## src/rtl/pcpi_matrix_initiator.sv

```systemverilog
// Host-to-PCPI command initiator for the fused matrix-multiply coprocessor.
// Encodes one host command at a time, runs the PCPI handshake with a timeout and returns one response.
module pcpi_matrix_initiator #(
  parameter logic [6:0] OPCODE   = 7'b0001011,
  parameter int         TIMEOUT  = 64,
  parameter int         MAX_ADDR = 27
) (
  input  logic        clk,
  input  logic        rst,
  input  logic        host_valid,
  output logic        host_ready,
  input  logic [1:0]  host_op,
  input  logic [4:0]  host_addr,
  input  logic [15:0] host_data,
  output logic        resp_valid,
  output logic [31:0] resp_data,
  output logic        resp_err,
  output logic        busy,
  output logic        pcpi_valid,
  output logic [31:0] pcpi_insn,
  input  logic        pcpi_wr,
  input  logic [31:0] pcpi_rd,
  input  logic        pcpi_wait,
  input  logic        pcpi_ready
);

  localparam int               CNT_W      = $clog2(TIMEOUT + 1);
  localparam logic [CNT_W-1:0] CNT_LIMIT  = CNT_W'(TIMEOUT);
  localparam logic [4:0]       ADDR_LIMIT = 5'(MAX_ADDR);

  localparam logic [1:0] OP_LOAD    = 2'b00;
  localparam logic [1:0] OP_CLEAR   = 2'b01;
  localparam logic [1:0] OP_COMPUTE = 2'b10;

  localparam logic [2:0] F3_LOAD    = 3'b000;
  localparam logic [2:0] F3_CLEAR   = 3'b101;
  localparam logic [2:0] F3_COMPUTE = 3'b111;

  typedef enum logic [1:0] {
    S_IDLE  = 2'd0,
    S_ISSUE = 2'd1,
    S_WAIT  = 2'd2,
    S_RESP  = 2'd3
  } state_t;

  state_t           r_state;
  logic             r_pcpi_valid;
  logic [31:0]      r_pcpi_insn;
  logic             r_resp_valid;
  logic [31:0]      r_resp_data;
  logic             r_resp_err;
  logic [CNT_W-1:0] r_cnt;

  logic             w_accept;
  logic             w_legal;
  logic [2:0]       w_funct3;
  logic [4:0]       w_addr;
  logic [15:0]      w_value;
  logic [31:0]      w_insn;

  assign host_ready = (r_state == S_IDLE) && !rst;
  assign busy       = (r_state != S_IDLE);
  assign pcpi_valid = r_pcpi_valid;
  assign pcpi_insn  = r_pcpi_insn;
  assign resp_valid = r_resp_valid;
  assign resp_data  = r_resp_data;
  assign resp_err   = r_resp_err;

  assign w_accept = host_valid && host_ready;

  // NOTE: every output of this block gets a default first, so no path can infer a latch.
  always_comb begin
    w_legal  = 1'b0;
    w_funct3 = 3'b000;
    w_addr   = 5'd0;
    w_value  = 16'd0;
    case (host_op)
      OP_LOAD: begin
        if (host_addr <= ADDR_LIMIT) begin
          w_legal  = 1'b1;
          w_funct3 = F3_LOAD;
          w_addr   = host_addr;
          w_value  = host_data;
        end
      end
      OP_CLEAR: begin
        w_legal  = 1'b1;
        w_funct3 = F3_CLEAR;
      end
      OP_COMPUTE: begin
        w_legal  = 1'b1;
        w_funct3 = F3_COMPUTE;
      end
      default: ;
    endcase
  end

  assign w_insn = {1'b0, w_value, w_funct3, w_addr, OPCODE};

  // NOTE: all state here uses non-blocking assignments so every register sees pre-edge values.
  always_ff @(posedge clk or posedge rst) begin
    if (rst) begin
      r_state      <= S_IDLE;
      r_pcpi_valid <= 1'b0;
      r_pcpi_insn  <= 32'd0;
      r_resp_valid <= 1'b0;
      r_resp_data  <= 32'd0;
      r_resp_err   <= 1'b0;
      r_cnt        <= '0;
    end else begin
      r_resp_valid <= 1'b0;
      case (r_state)
        S_IDLE: begin
          if (w_accept) begin
            if (w_legal) begin
              r_state      <= S_ISSUE;
              r_pcpi_valid <= 1'b1;
              r_pcpi_insn  <= w_insn;
              r_cnt        <= '0;
            end else begin
              r_state      <= S_RESP;
              r_resp_valid <= 1'b1;
              r_resp_data  <= 32'd0;
              r_resp_err   <= 1'b1;
            end
          end
        end
        // A ready still held from the previous command is stale, so it is not looked at here.
        S_ISSUE: begin
          r_state <= S_WAIT;
          r_cnt   <= '0;
        end
        S_WAIT: begin
          if (pcpi_ready) begin
            r_state      <= S_RESP;
            r_pcpi_valid <= 1'b0;
            r_pcpi_insn  <= 32'd0;
            r_resp_valid <= 1'b1;
            r_resp_data  <= pcpi_wr ? pcpi_rd : 32'd0;
            r_resp_err   <= 1'b0;
          end else if (r_cnt == CNT_LIMIT) begin
            r_state      <= S_RESP;
            r_pcpi_valid <= 1'b0;
            r_pcpi_insn  <= 32'd0;
            r_resp_valid <= 1'b1;
            r_resp_data  <= 32'd0;
            r_resp_err   <= 1'b1;
          end else if (!pcpi_wait) begin
            r_cnt <= r_cnt + CNT_W'(1);
          end
        end
        S_RESP: begin
          r_state <= S_IDLE;
        end
        default: begin
          r_state <= S_IDLE;
        end
      endcase
    end
  end

endmodule
```

## config.mk

```make
export PLATFORM = sky130hd
export DESIGN_NAME = pcpi_matrix_initiator
export DESIGN_NICKNAME = d
export VERILOG_FILES = /design/src/rtl/pcpi_matrix_initiator.sv
export SDC_FILE = /design/constraint.sdc
export NUM_CORES = 1
export LEC_CHECK = 0
export ABC_AREA = 1
export BUFFER_PORTS_ARGS = -buffer_cell sky130_fd_sc_hd__buf_2
export CAP_MARGIN = 20
export CORE_UTILIZATION = 51
export DETAILED_ROUTE_END_ITERATION = 10
export GPL_TIMING_DRIVEN = 1
export PLACE_DENSITY = 0.92
export SLEW_MARGIN = 20
export SYNTH_ARGS = -nofsm -noshare
export SYNTH_HDL_FRONTEND = slang
export SYNTH_SLANG_ARGS = --single-unit
```

## constraint.sdc

```tcl
create_clock -name clk -period 2.4 [get_ports clk]
set_clock_uncertainty 0.05 [all_clocks]
set_input_delay 0.24 -clock clk [delete_from_list [all_inputs] [get_ports clk]]
set_output_delay 0.24 -clock clk [all_outputs]
set_load 0.005 [all_outputs]
```

[Word-level counts from Yosys, hierarchy flattened]
Index checks and enable logic that the tools add are counted.
Storage, ports and cells
  register bits after elaboration: 76
  input port bits: 61
  output and inout bits: 69
  word-level logic and storage cells: 78
Operators by class
  add/subtract/negate cells: 1
  order comparisons: 1
  eq/ne operators: 13
  multiplexer cells: 43
  reduce and logical (&&, ||, !) cells: 13
Operators with widths (count)
  two-way mux 32 bit: 8
  case mux 32 bit (2 select lines): 2
  two-way mux 7 bit: 5
  two-way mux 16 bit: 2
  case mux 7 bit (3 select lines): 1
  two-way mux 1 bit: 13
  inequality test 2 bit (second input constant): 6
  two-way mux 5 bit: 2
  two-way mux 2 bit: 4
  case mux 1 bit (2 select lines): 4
  case mux 2 bit (4 select lines): 1
  AND reduction 4 bit: 2
  adder 7 x 1 -> 7 bit (second input constant): 1
  == test 7 bit (second input constant): 1
  == test 2 bit (second input constant): 3
  case mux 3 bit (2 select lines): 1
  AND reduction 6 bit: 1
  less-or-equal comparator 5 bit (second input constant): 1
  == test 2 x 1 -> 1 bit (second input constant): 2
  zero test 2 bit: 2
  nonzero test 2 bit: 2
  inequality test 3 bit (second input constant): 1
  nonzero test 3 bit: 1
  logical AND 1 bit: 2
  3 further kinds: 3

[Depth between registers and ports, before layout]
  word-level depth: 6
  gate-level depth with buffers: 12
  depth with buffers taken out: 11

[Worst setup path before layout]
OpenSTA, ideal clock, no wires.
  path type: register to register
  start: reg r_state[0]
  end: reg r_pcpi_insn[16] (netlist: pcpi_insn[16])
  library setup time: 0.116 ns
  arrival: 1.493 ns
  required time: 2.234 ns
  slack: 0.741 ns
  stages on the path, launching flop included: 13
  path buffers: 1
  period minus slack after synthesis: 1.659 ns
  path through: dfrtp_1 inv_1 ha_1 inv_2 nor2_4 nand2_2 nand2_2 nand2_4 inv_2 nand2_2 buf_2 nand2_1 nand2_1
On the way
  cells in the longest elaborated chain, start to end: 5
  elaborated cells between the ends (all ways): 10
  classes of those cells: eq/ne (4); mux (1); reduce/logical (5)
Ends and longest elaborated chain
  from (decl): line 46  | state_t r_state;
  from (signal assigned): line 103  | r_state <= S_IDLE;
  from (signal assigned): line 116  | r_state <= S_ISSUE;
  from (signal assigned): line 121  | r_state <= S_RESP;
  zero test 2 bit: line 61  | assign host_ready = (r_state == S_IDLE) && !rst;
  logical AND 1 bit: line 61
  via host_ready: line 11  | output logic host_ready,
  logical AND 1 bit: line 69  | assign w_accept = host_valid && host_ready;
  inequality test 2 bit (no line)
  AND reduction 4 bit (no line)
  to (signal assigned): line 118  | r_pcpi_insn <= w_insn;
  to (decl): line 48  | logic [31:0] r_pcpi_insn;
The timed path passes the listed nets, and every way through them passes these cells.
A chain may end at the register's enable or synchronous reset.

[Final worst setup path]
  start: reg r_state[0]
  end: reg r_resp_data[18] (netlist: resp_data[18])
On the way
  cells in the longest elaborated chain, start to end: 5
  elaborated cells between the ends (all ways): 10
  classes of those cells: eq/ne (4); mux (1); reduce/logical (5)
Ends and longest elaborated chain
  zero test 2 bit: line 61, 112
  logical AND 1 bit: line 61
  logical AND 1 bit: line 69
  inequality test 2 bit (no line)
  AND reduction 4 bit (no line)
  to (signal assigned): line 139  | r_resp_data <= pcpi_wr ? pcpi_rd : 32'd0;
  to (decl): line 50  | logic [31:0] r_resp_data;
Several ways; a longest one is shown, not always the timed one.

==> flow_summary.ini <==
[status]
status = finished, final reports clean

[synth]
synth-compound-area-share = 0.0726
seq_area_frac_synth = 0.425
synth_top_family_by_area = simple AND/OR/NAND/NOR gates
ys_ff_latch = 67
post-synth-top-count-cell = nand2_1
synthCells = 511
synth_top_cell_by_area = dfrtp_1
synth_xor_area_frac = 0.00444
synth_top_cells_by_count = nand2_1 (183), dfrtp_1 (67), inv_1 (53)
synth_simple_gate_area_frac = 0.357
async_flop_share = 1.00
synth_top_area_share = 0.425
synth.distinct_cells = 27
synth_mux_area_frac = 0
ys.flop_type = dfrtp_1
yosysWarnings = 0
synth-adder-area-share = 0.0285
synth_edf_count = 0
yosys-top-cells-area = dfrtp_1 (42%), nand2_1 (17%), o21bai_1 (6.3%)
synthesis.area_sq_um = 3950
syn_area_per_cell_sq_um = 7.73

[critical_path]
reg2reg_setup_slack_ps = 200
worstPathArrival_ps = 2430
worst-path-max-fanout = 34
path_class = reg -> reg
required_ps = 2630
startpoint_type = register
r2r_cells = 12
crit_path_start = r_state[0]
end_kind = register
crit_path_end = resp_data[18]
r2r_end = resp_data[18]
r2r-start = r_state[0]

[sta]
tns_ps = 0
period_needed_ps = 2200
fmax_ghz = 0.454
period_share = 0.918
finalSetupViolCount = 0
rsz0062_at_grt = no
tightest_slew_ps = 529
hold_viol_final = 0
final-max-slew-violation-count = 0
max_slew_margin = 0.647

[clock_network]
post_cts_resized = 0
holdBufCountCts = 1
cts_tree = yes
clockBufferDepth = 2
cts_setup_buffers = 0
path_clk_slew_ps = 80
htreeDepth = 3
clk_latency_ps = 330
cts_sinks = 67
cts_buffers = 9
root_buffer = clkbuf_8

[cells_and_area]
utilization = 0.649
layout-drive-gt1-share = 0.288
multiInputGateArea_sq_um = 1840
areaGrowthSynthToFinish_pct = 21.1
seqCellArea_sq_um = 1680
nets = 694
diodes = 0
nFillCells = 606

[power_and_ir_drop]
power_density_nw_per_um2 = 1060
vdd_drop_max_mv = 0.507
power.leakage_nw = 2.74

[placed_design]
dp_hpwl_microns = 6640
gp_congestion = 0.847
port_buffers = 124

[global_routing]
grt_max_degree = 35
grt_pass1_wl_microns = 15700
track_usage = 0.239
antenna_found_initial = 0
grt_remaining_overflow = 0
first_global_vias = 3458

[drt]
drtIter0Drc = 263
ant_nets = 0
viasPerCell = 5.05
drt-pass1-iter-count = 5
vias = 3673
routed_wl_microns = 9460
routedWlPerCell_microns = 13.0
drc = 0

[floorplan]
die_h_microns = 90.0
dieArea_sq_um = 8100
die_w_microns = 90.0
num_io_pins = 130
coreArea_sq_um = 7370
rows = 31
start_util = 0.536

[worst_hold_path]
hold_start = pcpi_rd[3]
hp-class = in -> reg

[run]
drv_cap = 0
==> placed cells by master, fill, tap and decap left out, drive strengths merged <==
master,count
conb,5
nor2,45
clkinvlp,2
nor3b,22
buf,134
bufinv,1
dfrtp,67
inv,55
a21oi,3
o21ai,4
or2,1
nand4,2
o21bai,33
dlygate4sd3,1
xnor2,1
xor2,1
nand3,39
clkbuf,13
ha,9
nand2,188
nand3b,3
==> cells by family (layout without fill, tap and decap cells) <==
kind of cell               count (synthesis)  count (layout)
AOI/OAI and AO/OA                         40              40
xor gates and xnor gates                   2               2
adders and majority gates                  9               9
buffers and inverters                     92             206
DFF                                       67              67
other                                      1               5
and+or+nand+nor                          300             300
==> how the worst min path moves through the flow <==
stage | end | slack, ps | depth (start not counted)
detailed placement | resp_valid | 270 | 2
floorplan | resp_valid | 370 | 2
global route | resp_data[3] | 170 | 5
finish | resp_data[3] | 160 | 5
CTS | resp_data[3] | 150 | 5
global placement | resp_valid | 260 | 2
==> area by class of cell <==
class / count / area share
multi-input combinational: 356 / 0.386
sequential: 67 / 0.351
timing repair buffer: 135 / 0.150
inverter: 55 / 0.0432
clock buffer: 13 / 0.0353
tap: 99 / 0.0259
clock inverter: 3 / 0.00942
==> critical path, cell delays in order, from the launching register on <==
cell and delay [ps]:
dfrtp_1 390, inv_1 120, ha_1 260, inv_2 110
nor2_4 100, nand2_2 60, nand2_2 90, nand2_4 60
buf_4 240, nor2_4 130, buf_4 310, nand2_1 110
nand2_1 90
==> layer usage <==
metal	vias to the layer above	track usage	routed length, microns	part of all wire
li1	1783	-	-	-
met1	1723	0.286	3810	0.40
met4	0	0.126	325	0.034
met5	-	0	0	0
met3	33	0.0372	417	0.044
met2	134	0.413	4910	0.52
==> metrics by stage <==
step | cells | hold slack [ps] | worst slack, ps | power [mW] | instance area (sq um)
5_1_grt | 728 | 165 | 3.61 | 5.44 | 4780
2_1_floorplan | 515 | 366 | 427 | 3.47 | 3960
6_report | 728 | 161 | 198 | 5.07 | 4780
3_5_place_dp | 711 | 273 | 238 | 4.07 | 4560
4_1_cts | 728 | 155 | 213 | 5.07 | 4780
3_3_place_gp | 711 | 263 | 328 | 3.98 | 4560
==> where the power goes <==
group	total (mW)	switching, mW	internal [mW]
clock network	0.992	0.426	0.566
logic	2.41	1.61	0.801
registers	1.67	0.202	1.47
total	5.07	2.24	2.83
==> sequential cells by signal, summed over array words and instances (netlist names) <==
register    flops
pcpi_insn      24
r_cnt           7
r_state         2
resp_data      32
resp_err        1
resp_valid      1
(Power assumes the default switching activity.)
